<file path="config.mk">
export PLATFORM = sky130hd
export DESIGN_NAME = pll_lock_detect
export DESIGN_NICKNAME = d
export VERILOG_FILES = /design/src/rtl/pll_lock_detect.sv
export SDC_FILE = /design/constraint.sdc
export NUM_CORES = 1
export LEC_CHECK = 0
export ABC_AREA = 1
export CAP_MARGIN = 10
export CORE_ASPECT_RATIO = 1.1
export CORE_MARGIN = 3
export CORE_UTILIZATION = 55
export DETAILED_ROUTE_END_ITERATION = 12
export GPL_TIMING_DRIVEN = 0
export PLACE_DENSITY = 0.73
export SLEW_MARGIN = 30
export SYNTH_ARGS = -nofsm -noshare
export SYNTH_HDL_FRONTEND = slang
export SYNTH_SLANG_ARGS = --single-unit
</file>
<file path="constraint.sdc">
create_clock -name Clock -period 3.3 [get_ports Clock]
set_input_delay 0.66 -clock Clock [delete_from_list [all_inputs] [get_ports Clock]]
set_output_delay 0.66 -clock Clock [all_outputs]
set_load 0.05 [all_outputs]
</file>
<file path="src/rtl/pll_lock_detect.sv">
// pll_lock_detect: measures the freq_in / freq_synced periods in Clock cycles and declares
// lock after LOCK_COUNT consecutive in-tolerance compares. Define PLL_LOCK_SYNC_EN to add 2-flop input synchronizers.
`ifndef N_BIT
`define N_BIT 8
`endif

module pll_lock_detect #(
    parameter int unsigned W          = `N_BIT,
    parameter int unsigned TOL        = 1,
    parameter int unsigned LOCK_COUNT = 4
) (
    input  logic         Clock,
    input  logic         nReset,
    input  logic         freq_in,
    input  logic         freq_synced,
    output logic         locked,
    output logic         lost_lock,
    output logic [W-1:0] period_ref,
    output logic [W-1:0] period_out,
    output logic         period_valid
);
    localparam logic [W-1:0] PMAX   = '1;
    localparam logic [7:0]   LOCK_N = 8'(LOCK_COUNT);

    typedef enum logic [1:0] {IDLE, ACQUIRE, LOCKED} state_t;

    logic [1:0] sig_in;
    assign sig_in = {freq_synced, freq_in};

    // Channel 0 measures freq_in, channel 1 measures freq_synced.
    for (genvar g = 0; g < 2; g++) begin : g_chan
        logic         sig_s;
        logic         prev_q, prev_d, edge_q, edge_d, vld_q, vld_d;
        logic [W-1:0] cnt_q, cnt_d, per_q, per_d;

`ifdef PLL_LOCK_SYNC_EN
        logic [1:0] sync_q, sync_d;
        assign sync_d = {sync_q[0], sig_in[g]};
        assign sig_s  = sync_q[1];

        always_ff @(posedge Clock or negedge nReset) begin
            if (!nReset) sync_q <= '0;
            else         sync_q <= sync_d;
        end
`else
        assign sig_s = sig_in[g];
`endif

        always_comb begin
            prev_d = sig_s;
            edge_d = sig_s & ~prev_q;
            cnt_d  = cnt_q;
            per_d  = per_q;
            vld_d  = vld_q;
            if (edge_q) begin
                per_d = cnt_q;
                cnt_d = W'(1);
                vld_d = 1'b1;
            end else begin
                if (cnt_q != PMAX) cnt_d = cnt_q + W'(1);
                // A saturated counter means the channel has stalled.
                if (cnt_d == PMAX) vld_d = 1'b0;
            end
        end

        always_ff @(posedge Clock or negedge nReset) begin
            if (!nReset) begin
                prev_q <= 1'b0;
                edge_q <= 1'b0;
                vld_q  <= 1'b0;
                cnt_q  <= '0;
                per_q  <= '0;
            end else begin
                prev_q <= prev_d;
                edge_q <= edge_d;
                vld_q  <= vld_d;
                cnt_q  <= cnt_d;
                per_q  <= per_d;
            end
        end
    end

    logic [W-1:0] per_ref, per_out;
    logic         pv;
    assign per_ref = g_chan[0].per_q;
    assign per_out = g_chan[1].per_q;
    assign pv      = g_chan[0].vld_q & g_chan[1].vld_q;

    logic [W:0] diff;
    logic       match;
    always_comb begin
        if (per_ref >= per_out) diff = {1'b0, per_ref} - {1'b0, per_out};
        else                    diff = {1'b0, per_out} - {1'b0, per_ref};
        match = (diff <= (W+1)'(TOL)) && (per_ref != PMAX) && (per_out != PMAX);
    end

    state_t     state_q, state_d;
    logic [7:0] mcnt_q, mcnt_d;
    logic       cmp_q, cmp_d;
    logic       locked_q, locked_d, lost_lock_q, lost_lock_d;

    // cmp_q trails e_ref by one cycle so a reference capture on e_ref is compared.
    always_comb begin
        cmp_d       = g_chan[0].edge_q;
        state_d     = state_q;
        mcnt_d      = mcnt_q;
        locked_d    = locked_q;
        lost_lock_d = 1'b0;
        if (!pv) begin
            state_d     = IDLE;
            mcnt_d      = '0;
            locked_d    = 1'b0;
            lost_lock_d = (state_q == LOCKED);
        end else begin
            unique case (state_q)
                IDLE, ACQUIRE: begin
                    state_d = ACQUIRE;
                    if (cmp_q) begin
                        if (match) begin
                            mcnt_d = mcnt_q + 8'd1;
                            if (mcnt_d >= LOCK_N) begin
                                mcnt_d   = LOCK_N;
                                state_d  = LOCKED;
                                locked_d = 1'b1;
                            end
                        end else begin
                            mcnt_d = '0;
                        end
                    end
                end
                LOCKED: begin
                    if (cmp_q && !match) begin
                        state_d     = ACQUIRE;
                        mcnt_d      = '0;
                        locked_d    = 1'b0;
                        lost_lock_d = 1'b1;
                    end
                end
                default: state_d = IDLE;
            endcase
        end
    end

    always_ff @(posedge Clock or negedge nReset) begin
        if (!nReset) begin
            state_q     <= IDLE;
            mcnt_q      <= '0;
            cmp_q       <= 1'b0;
            locked_q    <= 1'b0;
            lost_lock_q <= 1'b0;
        end else begin
            state_q     <= state_d;
            mcnt_q      <= mcnt_d;
            cmp_q       <= cmp_d;
            locked_q    <= locked_d;
            lost_lock_q <= lost_lock_d;
        end
    end

    assign locked       = locked_q;
    assign lost_lock    = lost_lock_q;
    assign period_ref   = per_ref;
    assign period_out   = per_out;
    assign period_valid = pv;

endmodule

</file>
== Word-level counts from Yosys, hierarchy flattened ==
Cells that the tools add are included.
Cells by class
  equal/unequal tests: 13
  bitwise gates (word level): 5
  magnitude comparators: 3
  $add $sub $neg: 5
  muxes and demuxes: 32
  reduce and logical (&&, ||, !) cells: 10
Operators by type and width (count)
  two-way mux 8 bit: 11
  inequality test 8 bit, second input constant: 4
  adder 8 x 1 -> 8 bit, second input constant: 3
  subtractor 8 x 8 -> 9 bit: 2
  == test 8 bit, second input constant: 2
  case mux 8 bit (2 select lines): 1
  two-way mux 1 bit: 12
  two-way mux 2 bit: 5
  less-or-equal comparator 9 x 1 -> 1 bit, second input constant: 1
  two-way mux 9 bit: 1
  inequality test 3 bit, second input constant: 3
  >= comparator 8 x 3 -> 1 bit, second input constant: 1
  >= comparator 8 bit: 1
  AND reduction 5 bit: 1
  case mux 2 bit (2 select lines): 1
  nonzero test 2 bit: 2
  bitwise AND 1 bit: 3
  logical AND 1 bit: 3
  inequality test 3 x 1 -> 1 bit, second input constant: 1
  inequality test 3 x 2 -> 1 bit, second input constant: 1
  AND reduction 3 bit: 1
  == test 2 x 1 -> 1 bit, second input constant: 1
  == test 2 bit, second input constant: 1
  zero test 2 bit: 1
  4 further kinds: 5
Storage, ports and cells
  bits in registers: 51
  input port bits: 4
  output and inout port bits: 19
  word-level logic and storage cells: 83

== Longest topological paths before layout ==
  depth in word-level cells: 10
  depth in mapped cells: 21
  depth with buffers taken out: 21

== Worst setup path after synthesis ==
No wires, ideal clock.
  path type: register to register
  start point: register g_chan[0].per_q[1], in the netlist period_ref[1]
  end point: register mcnt_q[0]
  required time: 3.184 ns
  buffers on the path: 0
  slack: 0.693 ns
  library setup time: 0.116 ns
  arrival: 2.491 ns
  stages on the path, launching flop included: 16
  period minus slack after synthesis: 2.607 ns
  cells stage by stage: dfrtp_1 -> inv_1 -> fa_1 -> or2_2 -> a21oi_1 -> nand4_1 -> nand2_1 -> nand2_1 -> inv_1 -> nand3_2 -> nand2_2 -> nand2_4 -> nand2_4 -> inv_6 -> nand2_1 -> nand2_1
On the way
  longest elaborated chain between the ends: 9
  elaborated cells on any way between the ends: 16
  classes of those cells: add/sub (2); order compare (2); eq/ne (2); mux (5); reduce/logical (5)
RTL lines
  from (decl): line 34  | logic [W-1:0] cnt_q, cnt_d, per_q, per_d;
  from (signal assigned): line 78  | per_q <= per_d;
  subtractor 8 x 8 -> 9 bit (tied with other cells): line 93  | else diff = {1'b0, per_out} - {1'b0, per_ref};
  two-way mux 9 bit: line 92  | if (per_ref >= per_out) diff = {1'b0, per_ref} - {1'b0, per_out};
  less-or-equal comparator 9 x 1 -> 1 bit: line 94  | match = (diff <= (W+1)'(TOL)) && (per_ref != PMAX) && (per_out != PMAX);
  logical AND 1 bit (*) (2 in series): line 94
  two-way mux 8 bit or zero test 1 bit (tied branches): line 119, 132
  two-way mux 8 bit or logical AND 1 bit (tied branches): line 118, 132
  case mux 8 bit (2 select lines) or inequality test 3 x 2 -> 1 bit (tied branches)
  two-way mux 8 bit or AND reduction 3 bit (tied branches)
  to (signal assigned): line 153  | mcnt_q <= mcnt_d;
  to (decl): line 98  | logic [7:0] mcnt_q, mcnt_d;
Every way passes the cells marked *; elsewhere a longest branch is shown, timed or not. The select of a mux whose other input is x is not followed.
A chain may end at the register's enable or synchronous reset.

== Worst setup path after layout ==
  start point: register g_chan[1].per_q[0], in the netlist period_out[0]
  end point: register mcnt_q[1]
On the way
  longest elaborated chain between the ends: 9
  elaborated cells on any way between the ends: 16
  classes of those cells: add/sub (2); order compare (2); eq/ne (2); mux (5); reduce/logical (5)
RTL lines (line)
  from (decl): 34
  from (signal assigned): 78
  subtractor 8 x 8 -> 9 bit (tied with other cells): 93
  two-way mux 9 bit: 92
  less-or-equal comparator 9 x 1 -> 1 bit: 94
  logical AND 1 bit: 94
  logical AND 1 bit (*): 94
  two-way mux 8 bit or zero test 1 bit (tied branches): 119, 132
  two-way mux 8 bit or logical AND 1 bit (tied branches): 118, 132
  case mux 8 bit (2 select lines) or inequality test 3 x 2 -> 1 bit (tied branches)
  two-way mux 8 bit or AND reduction 3 bit (tied branches)
Marked as above.

==> results.md <==
| Step | Metric | Reported |
|---|---|---|
| final layout | Util after Layout | 0.668 |
| power and ir drop | Reported leakage power | 0.00189 uW |
| route | Post-route antenna net violation count | 0 |
| global routing | Antenna violations before repair | 0 |
| logic synthesis | #FFs+latches synth | 51 |
| placed design | PortBufs | 22 |
| final layout | Final net count | 506 |
| clocking | CTS-repair resized insts | 0 |
| setup path | Crit Reg-Reg Endpoint | mcnt_q[1] |
| placed design | Detailed-placement wirelength estimate | 5730 um |
| hold path | Path type of the worst min-delay path | in2async |
| global routing | First-pass GRT wire length | 12600 um |
| route | Initial DRT Pass Iterations | 4 |
| placed design | Total placed cells including tap cells | 548 |
| final layout | Proportion of layout cells with a drive suffix above 1 | 0.0665 |
| setup path | Setup crit start kind | register |
| sta | Post-Route Skew | 0.00889 ns |
| final layout | Antenna diode count | 0 |
| placed design | Placer's final routability congestion estimate | 0.935 |
| route | Met1 WL | 3270 um |
| clocking | TritonCTS buffer count | 5 |
| outcome | Outcome | finished, final reports clean |
| global routing | Vias in the first global route | 2781 |
| power and ir drop | Power density relative to cell area | 782 nW/um^2 |
| setup path | Kind of critical path | reg2reg |
| global routing | Sum of overflow across all layers after global routing | 0 |
| route | Total DRC errors in the routed layout | 0 |
| logic synthesis | Sequential element share of the synthesized area | 0.388 |
| clocking | Number of hold buffers added after cts | 0 |
| logic synthesis | Main synth FF type | dfrtp_1 |
| flow run | Number of maximum-capacitance violations | 0 |
| sta | Final hold violations | 0 |
| logic synthesis | Netlist cell types | 31 |
| final layout | Non-filler instance count after layout | 556 |
| logic synthesis | Cells after Synth | 450 |
| placed design | Cell area reported after detailed placement | 3630 um^2 |
| clocking | Insertion delay to the later sink of the worst-skew pair | 0.30 ns |
| sta | RSZ-0062 raised after global routing | false |
| global routing | GR Util All Layers | 0.229 |
| logic synthesis | Number of flops mapped to enable cells by yosys | 0 |
| setup path | R2r worst-path depth | 17 |
| die | Die area | 6940 um^2 |
| sta | Final Setup Violations | 0 |
| logic synthesis | Post-synth design cell area | 3290 um^2 |
| setup path | R2R Setup Slk | 0.67 ns |
| sta | Tightest slew margin relative to the limit | 0.592 |
| route | Routed WL | 7190 um |
| sta | Clock period minus worst slack | 2.63 ns |
| final layout | Layout area overhead | 13.2% |
| global routing | Largest net degree at the start of global routing | 46 |
| sta | F_max | 381 MHz |
| clocking | Buffers inserted during post-CTS setup optimization | 0 |
| sta | Number of pins exceeding their max-slew limit in the final report | 0 |
| clocking | Clock Tree Buf Depth | 2 |
| setup path | Crit Path Max Fanout | 7 |
| route | Highest signal layer in the routed design | met4 |
| power and ir drop | Worst voltage drop across the vdd grid | 0.480 mV |
| logic synthesis | Synthesized netlist net count | 476 |
| clocking | Clock tree from TritonCTS | done |
| route | Vias after detailed routing | 2898 |
| final layout | Final design instance area without fill | 3720 um^2 |
| sta | Worst Hold Margin | 0.173 ns |
| sta | Worst-margin pin slew | 0.606 ns |
| die | Rows | 28 |
| die | Die Wd | 79.7 um |
| die | Placeable core area | 5570 um^2 |
| route | Drt first-iter violations | 148 |
| logic synthesis | Share of flip-flops with an asynchronous set or reset | 1.00 |
| logic synthesis | Yosys warning total | 0 |
| setup path | Endpoint class of the critical path | register |
| setup path | Reg-to-reg critical path startpoint | period_out[0] |
| setup path | Critical path data required time | 3.50 ns |
| die | IO Count | 23 |
| clocking | Root buf cell | clkbuf_8 |
| route | Routed via count divided by cell count | 5.21 |
| sta | Tcrit/Tclk final | 0.796 |
| setup path | Worst setup startpoint | period_out[0] |
| logic synthesis | Mean Syn Cell Area | 7.30 um^2 |
| route | Met2 wirelength from detailed routing | 3590 um |
| setup path | Arrival @ worst endpoint | 2.83 ns |
| die | Die Height | 87.1 um |
| route | Routed met3 length | 243 um |
| clocking | Clock transition at the register clock pins on the worst setup and hold paths after CTS | 0.09 ns |
| die | Initial standard-cell utilization of the core | 0.590 |
| clocking | CTS H-tree lvls | 2 |
| sta | Setup_tns | 0 ns |
| route | Drt wl/cell | 12.9 um |
| clocking | Clk sinks | 51 |
[report_power, final]
group | total (uW) | internal, uW | switching [uW]
clock network | 371 | 172 | 199
registers | 826 | 716 | 110
logic | 1710 | 598 | 1110
total | 2910 | 1490 | 1420
[cell families after synthesis]
kind of cell	share of synthesized area
flip-flops	0.388
AO/OA/AOI/OAI	0.0788
multiplexers	0.00305
XOR/XNOR	0.0160
AND/OR/NAND/NOR	0.319
adder cells (fa/ha/maj)	0.0883
buffers and inverters	0.107
[per-stage QoR]
step                      setup slack (ns)  power (uW)
after CTS                            0.678        2920
after detailed placement             0.682        2540
after floorplan                      0.693        2140
after global placement              0.0378        2480
final                                0.673        2910
after global routing                 0.439        3200
[layout by cell type, fill, tap and decap left out]
cell type / n
nor2_4: 1
nor4_1: 8
nand3_2: 2
o22ai_1: 1
ha_1: 20
inv_6: 1
nor2_1: 40
clkdlybuf4s50_1: 21
or2_1: 1
clkbuf_1: 6
buf_4: 1
o21ai_0: 26
xor2_1: 6
nand2_4: 3
nand4_1: 15
nand3_1: 24
nor2_2: 3
o2111ai_1: 1
nor3_1: 4
o21bai_2: 1
buf_6: 2
or2_2: 5
nand2_1: 123
buf_16: 1
and3_1: 1
a31oi_1: 1
inv_1: 80
fa_1: 2
mux2i_1: 1
clkbuf_8: 6
o21ai_2: 1
o21a_1: 1
clkinv_4: 1
dfrtp_1: 51
nand2_2: 4
a21oi_1: 16
[Yosys cell counts (5+ instances only)]
cell      instances  share of area
nand2_1         123           0.14
inv_1            80          0.091
dfrtp_1          51           0.39
nor2_1           40          0.046
o21ai_0          26          0.040
nand3_1          24          0.037
ha_1             20          0.076
a21oi_1          16          0.024
nand4_1          15          0.029
nor4_1            8          0.015
xor2_1            6          0.016
clkbuf_1          5         0.0057
or2_2             5         0.0095
[worst max path at each step]
stage | endpoint | slack [ns] | cells after the start
floorplan | mcnt_q[0] | 0.69 | 15
global placement | g_chan[0].prev_q | 0.04 | 1
detailed placement | mcnt_q[1] | 0.68 | 17
CTS | mcnt_q[1] | 0.68 | 17
global route | mcnt_q[1] | 0.44 | 18
finish | mcnt_q[1] | 0.67 | 17
[layout make-up]
type / count / area (um^2)
Clock buffer: 7 / 86.3
Multi-Input combinational cell: 311 / 1660
Sequential cell: 51 / 1280
Clock inverter: 1 / 8.76
Buffer: 7 / 41.3
Timing Repair Buffer: 23 / 245
Fill cell: 495 / 1850
Tap cell: 75 / 93.8
Inverter: 81 / 309
[layer usage]
metal | vias to the layer above | GRT usage
met5 | - | 0
met3 | 6 | 0.0290
met4 | 0 | 0.0625
met1 | 1353 | 0.300
li1 | 1476 | -
met2 | 63 | 0.399
[registers in the layout (all words and copies together) (netlist names), 2 cells and up]
register and cells:
state_q 2, g_chan.prev_q 2, period_out 8, g_chan.vld_q 2, mcnt_q 8, g_chan.cnt_q 16
period_ref 8
[critical path: stages, from the launching register on]
cell     delay [ns]
dfrtp_1        0.42
inv_1          0.09
ha_1           0.15
inv_1          0.08
fa_1           0.40
or2_2          0.30
a21oi_1        0.13
nand4_1        0.15
nand2_1        0.09
nand2_1        0.06
inv_1          0.08
nand3_2        0.11
nand2_2        0.11
nand2_4        0.07
nand2_4        0.11
inv_6          0.06
nand2_1        0.06
nand2_1        0.04
Note: power is estimated with default switching activity, not from simulation.
